--- config.mk ---
export PLATFORM = sky130hd
export DESIGN_NAME = multicycle_control_unit
export DESIGN_NICKNAME = d
export VERILOG_FILES = /design/src/rtl/ctrl_pkg.sv /design/src/rtl/alu_decoder.sv /design/src/rtl/multicycle_control_unit.sv
export SDC_FILE = /design/constraint.sdc
export NUM_CORES = 1
export LEC_CHECK = 0
export CAP_MARGIN = 20
export CORE_UTILIZATION = 41
export DETAILED_ROUTE_END_ITERATION = 10
export GPL_TIMING_DRIVEN = 0
export HOLD_SLACK_MARGIN = 0.02
export PLACE_DENSITY = 0.83
export SLEW_MARGIN = 0
export SYNTH_ARGS = -nofsm -noshare
export SYNTH_HDL_FRONTEND = slang
export SYNTH_SLANG_ARGS = --single-unit
--- constraint.sdc ---
create_clock -name clk -period 2.35 [get_ports clk]
set_input_delay 0.47 -clock clk [delete_from_list [all_inputs] [get_ports clk]]
set_output_delay 0.47 -clock clk [all_outputs]
set_load 0.03 [all_outputs]
--- src/rtl/ctrl_pkg.sv ---
// Shared definitions for the RV32I-subset control path: opcodes, ALU
// operation codes, FSM state encodings and ALU status bit positions.
package ctrl_pkg;

    localparam logic [6:0] OP_R      = 7'b0110011;
    localparam logic [6:0] OP_I      = 7'b0010011;
    localparam logic [6:0] OP_LOAD   = 7'b0000011;
    localparam logic [6:0] OP_STORE  = 7'b0100011;
    localparam logic [6:0] OP_BRANCH = 7'b1100011;

    localparam logic [3:0] ALU_ADD  = 4'd0;
    localparam logic [3:0] ALU_SUB  = 4'd1;
    localparam logic [3:0] ALU_AND  = 4'd2;
    localparam logic [3:0] ALU_OR   = 4'd3;
    localparam logic [3:0] ALU_XOR  = 4'd4;
    localparam logic [3:0] ALU_SLL  = 4'd5;
    localparam logic [3:0] ALU_SRL  = 4'd6;
    localparam logic [3:0] ALU_SRA  = 4'd7;
    localparam logic [3:0] ALU_SLT  = 4'd8;
    localparam logic [3:0] ALU_SLTU = 4'd9;

    typedef enum logic [2:0] {
        ST_FETCH  = 3'd0,
        ST_DECODE = 3'd1,
        ST_EXEC   = 3'd2,
        ST_MEM    = 3'd3,
        ST_WB     = 3'd4,
        ST_HALT   = 3'd7
    } state_t;

    localparam int STAT_Z = 0;
    localparam int STAT_N = 1;
    localparam int STAT_C = 2;
    localparam int STAT_V = 3;

    // Branch condition from funct3 and the ALU flags of rs1 - rs2.
    function automatic logic branch_taken(input logic [2:0] funct3, input logic [3:0] st);
        logic lt;
        lt = st[STAT_N] ^ st[STAT_V];
        case (funct3)
            3'b000:  branch_taken = st[STAT_Z];
            3'b001:  branch_taken = ~st[STAT_Z];
            3'b100:  branch_taken = lt;
            3'b101:  branch_taken = ~lt;
            3'b110:  branch_taken = ~st[STAT_C];
            3'b111:  branch_taken = st[STAT_C];
            default: branch_taken = 1'b0;
        endcase
    endfunction

endpackage

--- src/rtl/alu_decoder.sv ---
// Combinational ALU operation decode from opcode/funct3/funct7[5], with an
// illegal flag for unknown opcodes and reserved branch funct3 codes.
module alu_decoder
    import ctrl_pkg::*;
(
    input  logic [6:0] opcode,
    input  logic [2:0] funct3,
    input  logic       funct7_5,
    output logic [3:0] aluop,
    output logic       illegal
);

    // Map instruction fields onto an ALU operation.
    always_comb begin
        aluop   = ALU_ADD;
        illegal = 1'b0;
        case (opcode)
            OP_R, OP_I: begin
                case (funct3)
                    3'b000:  aluop = (opcode == OP_R && funct7_5) ? ALU_SUB : ALU_ADD;
                    3'b001:  aluop = ALU_SLL;
                    3'b010:  aluop = ALU_SLT;
                    3'b011:  aluop = ALU_SLTU;
                    3'b100:  aluop = ALU_XOR;
                    3'b101:  aluop = funct7_5 ? ALU_SRA : ALU_SRL;
                    3'b110:  aluop = ALU_OR;
                    default: aluop = ALU_AND;
                endcase
            end
            OP_LOAD, OP_STORE: aluop = ALU_ADD;
            OP_BRANCH: begin
                aluop   = ALU_SUB;
                illegal = (funct3 == 3'b010) || (funct3 == 3'b011);
            end
            default: illegal = 1'b1;
        endcase
    end

endmodule

--- src/rtl/multicycle_control_unit.sv ---
// Multicycle control FSM for the RV32I-subset datapath.
//   state  | meaning
//   FETCH  | present PC, capture instruction into ir at end of cycle
//   DECODE | decode ir, trap unknown opcodes to HALT
//   EXEC   | ALU operation; branches resolve and retire here
//   MEM    | load read / store write (store retires here)
//   WB     | register write-back and retire
//   HALT   | illegal instruction seen; frozen until reset
module multicycle_control_unit
    import ctrl_pkg::*;
#(
    parameter logic [31:0] RESET_IR = 32'h00000013,
    parameter int          CNT_W    = 32
) (
    input  logic             clk,
    input  logic             rst,
    input  logic [31:0]      instr,
    input  logic [3:0]       status,
    input  logic             stall,
    output logic             pcsrc,
    output logic             alusrc,
    output logic             wb,
    output logic [3:0]       aluop,
    output logic             mrw,
    output logic             regrw,
    output logic             immgen_ctrl,
    output logic             pc_en,
    output logic             illegal,
    output logic [2:0]       state,
    output logic [CNT_W-1:0] retired
);

    state_t      cur, nxt;
    logic [31:0] ir;
    logic [3:0]  dec_aluop;
    logic        dec_illegal;
    logic        is_r, is_i, is_load, is_store, is_branch, active;

    alu_decoder u_alu_decoder (
        .opcode   (ir[6:0]),
        .funct3   (ir[14:12]),
        .funct7_5 (ir[30]),
        .aluop    (dec_aluop),
        .illegal  (dec_illegal)
    );

    assign is_r      = (ir[6:0] == OP_R);
    assign is_i      = (ir[6:0] == OP_I);
    assign is_load   = (ir[6:0] == OP_LOAD);
    assign is_store  = (ir[6:0] == OP_STORE);
    assign is_branch = (ir[6:0] == OP_BRANCH);
    assign active    = (cur == ST_DECODE) || (cur == ST_EXEC) || (cur == ST_MEM) || (cur == ST_WB);
    assign state     = cur;

    // State, instruction register, sticky illegal flag and retire counter.
    always_ff @(posedge clk) begin
        if (rst) begin
            cur     <= ST_FETCH;
            ir      <= RESET_IR;
            illegal <= 1'b0;
            retired <= '0;
        end else begin
            if (!stall) begin
                cur <= nxt;
                if (cur == ST_FETCH)
                    ir <= instr;
                if (cur == ST_DECODE && dec_illegal)
                    illegal <= 1'b1;
            end
            if (pc_en)
                retired <= retired + CNT_W'(1);
        end
    end

    // Next-state sequencing by instruction class.
    always_comb begin
        nxt = cur;
        case (cur)
            ST_FETCH:  nxt = ST_DECODE;
            ST_DECODE: nxt = dec_illegal ? ST_HALT : ST_EXEC;
            ST_EXEC: begin
                if (is_load || is_store) nxt = ST_MEM;
                else if (is_branch)      nxt = ST_FETCH;
                else                     nxt = ST_WB;
            end
            ST_MEM:    nxt = is_load ? ST_WB : ST_FETCH;
            ST_WB:     nxt = ST_FETCH;
            ST_HALT:   nxt = ST_HALT;
            default:   nxt = ST_FETCH;
        endcase
    end

    // Datapath selects and strobes; strobes drop during stall and reset.
    always_comb begin
        pcsrc       = 1'b0;
        alusrc      = 1'b0;
        wb          = 1'b0;
        aluop       = ALU_ADD;
        immgen_ctrl = 1'b0;
        mrw         = 1'b0;
        regrw       = 1'b0;
        pc_en       = 1'b0;
        if (!rst && active) begin
            aluop       = dec_aluop;
            wb          = is_i || is_load || is_store;
            immgen_ctrl = is_store || is_branch;
            alusrc      = is_load && (cur == ST_MEM || cur == ST_WB);
            pcsrc       = is_branch && (cur == ST_EXEC) && branch_taken(ir[14:12], status);
            if (!stall) begin
                regrw = (cur == ST_WB);
                mrw   = is_store && (cur == ST_MEM);
                pc_en = (cur == ST_WB) || (is_store && cur == ST_MEM) ||
                        (is_branch && cur == ST_EXEC);
            end
        end
    end

endmodule
Word level (Yosys, flattened, before mapping)

Cells that the tools add are included.

Bits in registers: 67
Bits in latches: 0
Memory bits (writable): 0
Memory bits (read-only): 0
Bits of input ports: 39
Output and inout bits: 47
Word-level logic and storage cells: 75
Memories: 0

Add/sub/neg operators: 1
Multiply operators: 0
Div/mod/pow operators: 0
Magnitude comparators: 0
Equality and inequality tests: 17
Shifts and indexed selects: 0
Mux-type cells: 23
Bitwise gates (word level): 5
Reductions and logical operators: 25

Operator list:

| operator                                       | count |
|---|---|
| adder 32 x 1 -> 32 bit (second input constant) | 1 |
| case mux 4 bit (7 select lines)                | 1 |
| == test 3 bit (second input constant)          | 6 |
| case mux 3 bit (5 select lines)                | 1 |
| == test 7 x 6 -> 1 bit (second input constant) | 2 |
| two-way mux 1 bit                              | 13 |
| == test 3 x 2 -> 1 bit (second input constant) | 4 |
| two-way mux 3 bit                              | 4 |
| logical OR 1 bit                               | 11 |
| case mux 4 bit (2 select lines)                | 1 |
| == test 7 x 2 -> 1 bit (second input constant) | 1 |
| == test 7 x 5 -> 1 bit (second input constant) | 1 |
| == test 7 bit (second input constant)          | 1 |
| logical AND 1 bit                              | 7 |
| == test 3 x 1 -> 1 bit (second input constant) | 2 |
| logical NOT 3 bit                              | 2 |
| case mux 1 bit (6 select lines)                | 1 |
| two-way mux 4 bit                              | 1 |
| NOT 1 bit                                      | 4 |
| AND reduction 2 bit                            | 2 |
| OR reduction 4 bit                             | 1 |
| case mux 1 bit (2 select lines)                | 1 |
| OR reduction 2 bit                             | 1 |
| logical NOT 1 bit                              | 1 |
| bitwise XOR 1 bit                              | 1 |

Logic depth before layout (Yosys ltp)

Gate-level depths: netlist (run 1).

Depth after elaboration: 8
Depth in mapped cells: 7
Mapped depth without buffers: 6

Cells and area by module

A second synthesis (run 1) with hierarchy kept.

Cells, all modules: 330
Area total of the unflattened synthesis: 2607.5 µm²

By module, submodules not included:

| module                  | times used | cells an instance | area each (µm²) | seq. area each (µm²) |
|---|---|---|---|---|
| multicycle_control_unit | 1          | 310               | 2459.9          | 940.9 |
| alu_decoder             | 1          | 20                | 147.6           | 0.0 |

Worst setup path before layout (run 1)

OpenSTA, ideal clock, no wires.

Path kind: register to output
Start: register cur[0], in the netlist state[0]
End: output alusrc
Data arrival time: 2.735 ns
Required time: 1.880 ns
Slack: -0.855 ns
Cell stages (with the launch flop): 5
Buffers on the path: 1
Cells stage by stage: dfxtp_1 -> buf_2 -> inv_1 -> or2_2 -> a2111oi_0

Cells in the longest elaborated chain, start to end: 6
Elaborated cells on any way between the ends: 11
Those cells by class: 4 x eq/ne; 1 x mux; 6 x reduce/logical

Ends and longest elaborated chain:

| element                                                                 | RTL line                       | source |
|---|---|---|
| from (decl)                                                             | multicycle_control_unit.sv:33  | `state_t cur, nxt;` |
| from (signal assigned)                                                  | multicycle_control_unit.sv:64  | `cur <= nxt;` |
| == test 3 x 1 -> 1 bit / == test 3 x 2 -> 1 bit (equally long branches) | multicycle_control_unit.sv:52  | `assign active = (cur == ST_DECODE) \|\| (cur == ST_EXEC) \|\| (cur == ST_MEM) \|\| (cur == ST_WB);` |
| logical OR 1 bit (3 in a row)                                           | multicycle_control_unit.sv:52  |  |
| logical AND 1 bit                                                       | multicycle_control_unit.sv:103 | `if (!rst && active) begin` |
| two-way mux 1 bit (*)                                                   | multicycle_control_unit.sv:103 |  |
| to (decl)                                                               | multicycle_control_unit.sv:21  | `output logic alusrc,` |

Mark *: on every way between the ends. The rest lies on a longest branch, timed or not.

Final worst setup path (run 1)

Start: register cur[2], in the netlist state[2]
End: register retired[26]

Cells in the longest elaborated chain, start to end: 6
Elaborated cells on any way between the ends: 14
Those cells by class: 4 x eq/ne; 2 x mux; 8 x reduce/logical

Ends and longest elaborated chain:

| element                                                       | RTL line                                                       | source |
|---|---|---|
| == test 3 x 2 -> 1 bit (tied with other cells)                | multicycle_control_unit.sv:52, multicycle_control_unit.sv:112  |  |
| logical AND 1 bit / logical OR 1 bit (equally long branches)  | multicycle_control_unit.sv:112, multicycle_control_unit.sv:52  |  |
| logical OR 1 bit (on tied branches) (2 in a row)              | multicycle_control_unit.sv:112, multicycle_control_unit.sv:52  |  |
| two-way mux 1 bit / logical AND 1 bit (equally long branches) | multicycle_control_unit.sv:109, multicycle_control_unit.sv:103 |  |
| two-way mux 1 bit (*)                                         | multicycle_control_unit.sv:103                                 |  |
| to (signal assigned)                                          | multicycle_control_unit.sv:71                                  | `retired <= retired + CNT_W'(1);` |
| to (decl)                                                     | multicycle_control_unit.sv:30                                  | `output logic [CNT_W-1:0] retired` |

Marks and branches as above.
A chain may end at the register's enable or synchronous reset.

==> results of run 1 <==
==> kinds of logic (layout without fill, tap and decap cells) <==
group                    Yosys count  count (layout)  share of synthesized area, %
multiplexers                       1               1                         0.408
adder cells (fa/ha/maj)            1               1                         0.510
XOR/XNOR                          15              15                          5.36
buffers and inverters             28             115                          5.00
AND/OR/NAND/NOR                  154             154                          33.1
AO/OA/AOI/OAI                     73              73                          17.3
flip-flops                        47              47                          38.4
==> layout by cell type, fill, tap and decap left out, types with 6 or more instances in the layout <==
master / n
a21oi_1: 27
a21oi_2: 6
buf_4: 28
buf_6: 7
clkbuf_1: 13
clkdlybuf4s50_1: 51
dfxtp_1: 40
dfxtp_2: 6
inv_1: 6
nand2_1: 45
nand2b_1: 7
nand3_1: 11
nand4_1: 7
nor2_1: 21
nor3_1: 6
nor4_1: 6
o21ai_0: 8
o21ai_1: 11
or3_1: 11
or4_1: 7
xnor2_1: 12
==> registers in the layout, indices dropped and copies added (netlist names) <==
| signal | count |
|---|---|
| retired | 32 |
| state | 3 |
| illegal | 1 |
| ir | 11 |
==> routing by layer <==
metal | routed length, um | up-vias | track usage (%)
li1 | - | 1319 | -
met4 | 138 | 0 | 9.27
met3 | 423 | 17 | 4.48
met1 | 2960 | 1275 | 27.2
met5 | 0 | - | 0
met2 | 3600 | 99 | 39.9
==> final cells by class <==
class                   instances  area [um^2]  share of cell area (%)
flip-flops and latches         47          952                    26.4
clock inverters                 2         60.1                    1.67
well taps                      72         90.1                    2.50
inverters                       6         22.5                   0.625
clock buffers                   6         72.6                    2.01
plain buffers                  19          126                    3.51
multi-input cells             244         1520                    42.3
repair buffers                 82          756                    21.0
==> worst paths after layout <==
check | slack, ps | to | from | cells past startpoint
worst min-delay path | 470 | ir[2] | ir[2] | 2
worst max-delay path | -160 | retired[26] | state[2] | 7
worst max register to register | -160 | retired[26] | state[2] | 7
worst min register to register | 470 | ir[2] | ir[2] | 2
==> stage by stage <==
step / area (um^2) / hold slack [ps] / instances / setup WS [ps] / power (uW)
floorplan: 2500 / 432 / 319 / -25.4 / 1030
global placement: 3210 / 445 / 453 / -489 / 1110
detailed placement: 3210 / 449 / 453 / -526 / 1120
CTS: 3470 / 469 / 472 / -142 / 1830
global route: 3600 / 487 / 478 / -177 / 1930
finish: 3600 / 469 / 478 / -157 / 1850
==> worst max-delay path: stages, from the launching register on <==
cell	delay (ps)
dfxtp_4	360
or3b_4	400
a211o_4	370
buf_4	150
or4_4	510
buf_6	160
or3_1	340
a21oi_2	130
==> what timing repair did <==
| item | 4_1_cts | 5_1_grt |
|---|---|---|
| endpoints found under the setup margin | 29 | 34 |
| pin swaps | 15 | 7 |
| gates resized for setup | 84 | 33 |
| cloned | 1 | 0 |
| setup buffers | 11 | 8 |
| hold endpoints to repair | 0 | 0 |
==> where the power goes <==
| part | total (uW) | internal [uW] | switching (uW) |
|---|---|---|---|
| Combinational | 310 | 136 | 173 |
| Clock | 698 | 425 | 273 |
| Sequential | 845 | 819 | 25.9 |
==> qor.yml, run 1 <==
clock-sinks: 47
yosysUniqueCellTypes: 40
yosysMostFrequentCell: "dfxtp_1"
grt_pass1_wl_um: 11400
antenna_found_initial: 0
layout_setup_ws_ps: -157
grt_overflow: 0
synth-main-ff-cell: "dfxtp_1"
drtIter0Drc: 200
routed_via_density: 5.67
clock.fmax_mhz: 399
synthesis.nets: 359
critPathKind: "flip-flop to flip-flop"
power.leakage_uw: 0.00121
die_h_um: 79.3
cts_buffers: 5
final_util_pct: 63.9
hold_class: "flip-flop to flip-flop"
ys_ff_latch: 47
grt_setup_unrepaired: "true"
drc: 0
synth_edf_count: 0
finalHoldViolations: 0
drv_cap: 0
period_needed_ps: 2510
hold_buffers: 0
peakVddDrop_v: 0.000376
worst_pin_slew_ps: 586
rows: 27
synth_top_area_cell: "dfxtp_1"
grtUsageTotal_pct: 22.9
core_area_um2: 5640
worstSetupStartpointType: "flip-flop"
drt_wl_total_um: 7110
slew_headroom_pct: 61.0
syn_inst: 319
htreeDepth: 2
violations: "setup timing"
status: "finished, violations left"
grt_max_degree: 15
async_flop_share_pct: 0
netlist_top_cells_count: "dfxtp_1, nand2_1, a21oi_1"
ys_seq_area_share_pct: 38.4
critPathMaxFanout: 8
arrival_ps: 2740
cts-root-buf: "clkbuf_8"
die_x_um: 79.3
dieArea_um2: 6290
path_clk_slew_ps: 80
drive_gt1_share_pct: 20.2
grt_pass1_vias: 2555
fin_nets: 445
yosysWarnings: 0
insertedDiodeCount: 0
setup_tns_ps: -1450
insertion_delay_ps: 300
fillers: 445
initial_core_util_pct: 43.4
required_ps: 2590
cts_tree: "yes"
hpwl_um: 4650
area_delta_synth_final_pct: 47.0
drv_slew: 0
portBuffers: 62
setup_viol: 18
power_density_nw_per_um2: 514
fin_crit_sh_pct: 107
finClkSkew_ps: 5.62
drtPass1Iterations: 5
syn_avg_cell_area_um2: 7.68
gp_congestion: 0.880
worstSetupEndpointType: "flip-flop"
syn_area_um2: 2450
cts_buffer_depth: 2
ys_top_cells_by_area: "dfxtp_1, nand2_1, a21oi_1"
vias: 2710
antenna_left: 0
ios: 86
yosys.area.top_type_share_pct: 38.4
wire_per_inst_um: 14.9
Note: power is estimated with default switching activity, not from simulation.
==> run 2, diff against run 1 <==
- CORE_MARGIN: not set -> 2
- CORE_UTILIZATION: 41 -> 45
- PLACE_DENSITY: 0.83 -> 0.86
- clock period: 2.35 -> 2.5 ns (I/O delays scaled with it)
==> run 2 against run 1 <==
Net effect:
- critical path depth is 2 lower
- design area is 6.0% lower
- worst setup slack better by 190 ps
- die area is 3.8% lower
- largest power group unchanged
- combinational power is 14% lower
- via count is 3.0% lower
- clock skew is 2.7 ps higher
- first-iteration DRC count is 17% higher
- largest cell class unchanged
- sequential power is 5.8% lower
- the flow now finishes without violations
- total power is 7.0% lower
- worst hold slack hardly changed
- clock power is 5.3% lower
==> qor.yml, run 2 (same netlist as run 1, synthesis figures left out) <==
power_density_nw_per_um2: 509
period_needed_ps: 2470
layout_commonest_cell: "clkdlybuf4s50_1"
finClkSkew_ps: 8.31
reg2reg_depth: 5
drv_slew: 0
drive_gt1_share_pct: 12.3
cts_buffer_depth: 2
regMostFlops: "retired"
slew_headroom_pct: 64.9
die_x_um: 77.8
portBuffers: 62
drc: 0
r2r-end: "retired[30]"
grt_overflow: 0
setup_viol: 0
cp_slowest_stage_delay_ps: 430
layout_setup_ws_ps: 32.1
grt_max_degree: 15
clock.fmax_mhz: 405
dieArea_um2: 6050
worst_pin_slew_ps: 527
hold_class: "flip-flop to flip-flop"
fin_crit_sh_pct: 98.7
cts-root-buf: "clkbuf_8"
worstSetupStartpointType: "flip-flop"
htreeDepth: 2
initial_core_util_pct: 47.4
largest_reg_flops: 32
antenna_left: 0
pre_cts_ws_ps: -410
hold_path_end: "ir[2]"
grt_setup_unrepaired: "true"
drtPass1Iterations: 5
hpwl_um: 4760
grt_pass1_wl_um: 11400
arrival_ps: 1970
core_area_um2: 5170
clock-sinks: 47
grtUsageTotal_pct: 23.1
final_util_pct: 65.5
insertion_delay_ps: 300
stdcell_count: 459
drt_wl_total_um: 6960
critPathKind: "flip-flop to output pin"
gp_congestion: 0.906
most-common-layout-cells: "clkdlybuf4s50_1, nand2_1, dfxtp_1"
grt_pass1_vias: 2444
wire_per_inst_um: 15.2
worstSetupEndpointType: "output pin"
insertedDiodeCount: 0
ios: 86
status: "finished clean"
die_h_um: 77.8
area_delta_synth_final_pct: 38.2
path_clk_slew_ps: 90
min_delay_path_depth: 2
dp.cells: 451
routed_via_density: 5.73
drv_cap: 0
cts_buffers: 5
hp-start: "ir[2]"
worst-r2r-setup-slack_ps: 50
place_area_um2: 3190
vias: 2630
cts_tree: "yes"
required_ps: 2000
power.leakage_uw: 0.00111
peakVddDrop_v: 0.000335
postLayoutCellArea_um2: 3390
r2r-start: "state[2]"
antenna_found_initial: 0
cpMaxStageDelayCell: "or3b_4"
critPathMaxFanout: 8
finalHoldViolations: 0
rows: 26
fin_nets: 428
path_cells: "or3b_4 -> a211o_4 -> clkbuf_16 -> nor4_4 -> buf_4"
drtIter0Drc: 234
==> run 2: worst max-delay path by stage <==
stage	slack, ps	end	start
3_3_place_gp	-380	mrw	state[0]
3_5_place_dp	-410	mrw	state[2]
2_1_floorplan	7	retired[30]	state[2]
5_1_grt	-50	mrw	state[2]
4_1_cts	-40	mrw	state[2]
6_report	30	mrw	state[2]
==> run 2: cell type report <==
type	instances	area (um^2)
Fill cell	415	1790
Timing Repair Buffer	66	621
Buffer	18	110
Multi-Input combinational cell	244	1460
Sequential cell	47	950
Inverter	6	22.5
Clock inverter	2	60.1
Tap cell	70	87.6
Clock buffer	6	72.6
==> run 2: timing repair <==
item / CTS / global route
hold buffers: 0 / 0
pin swaps: 4 / 3
buffers inserted: 1 / 3
resized for setup: 61 / 16
endpoints found under the setup margin: 21 / 21
==> run 2: where the power goes <==
| group | internal, uW | total [uW] | leakage (uW) | switching [uW] |
|---|---|---|---|---|
| Sequential | 771 | 796 | 0.000383 | 24.9 |
| Clock | 400 | 661 | 0.0000654 | 261 |
| Combinational | 109 | 266 | 0.000665 | 156 |
| Total | 1280 | 1720 | 0.00111 | 442 |
==> run 2: routing by layer <==
| layer | track usage [%] | wire [um] | vias to the layer above |
|---|---|---|---|
| met4 | 8.57 | 181 | 0 |
| met1 | 28.7 | 2910 | 1231 |
| li1 | - | - | 1280 |
| met3 | 4.88 | 365 | 21 |
| met5 | 0 | 0 | - |
| met2 | 39.2 | 3500 | 98 |
==> run 2: through the flow <==
stage,TNS (ps),hold WS [ps],total power [uW]
after floorplan,0,432,965
after global placement,-1660,444,1040
after detailed placement,-1900,449,1040
after CTS,-37.7,464,1710
after global routing,-118,495,1790
final,0,469,1720
==> run 2: worst max-delay path, delay by kind of cell (launching register included) <==
kind            cells  cell delay (ps)
compound gates      1              410
buf+inv             2              360
flops               1              360
simple gates        2              540
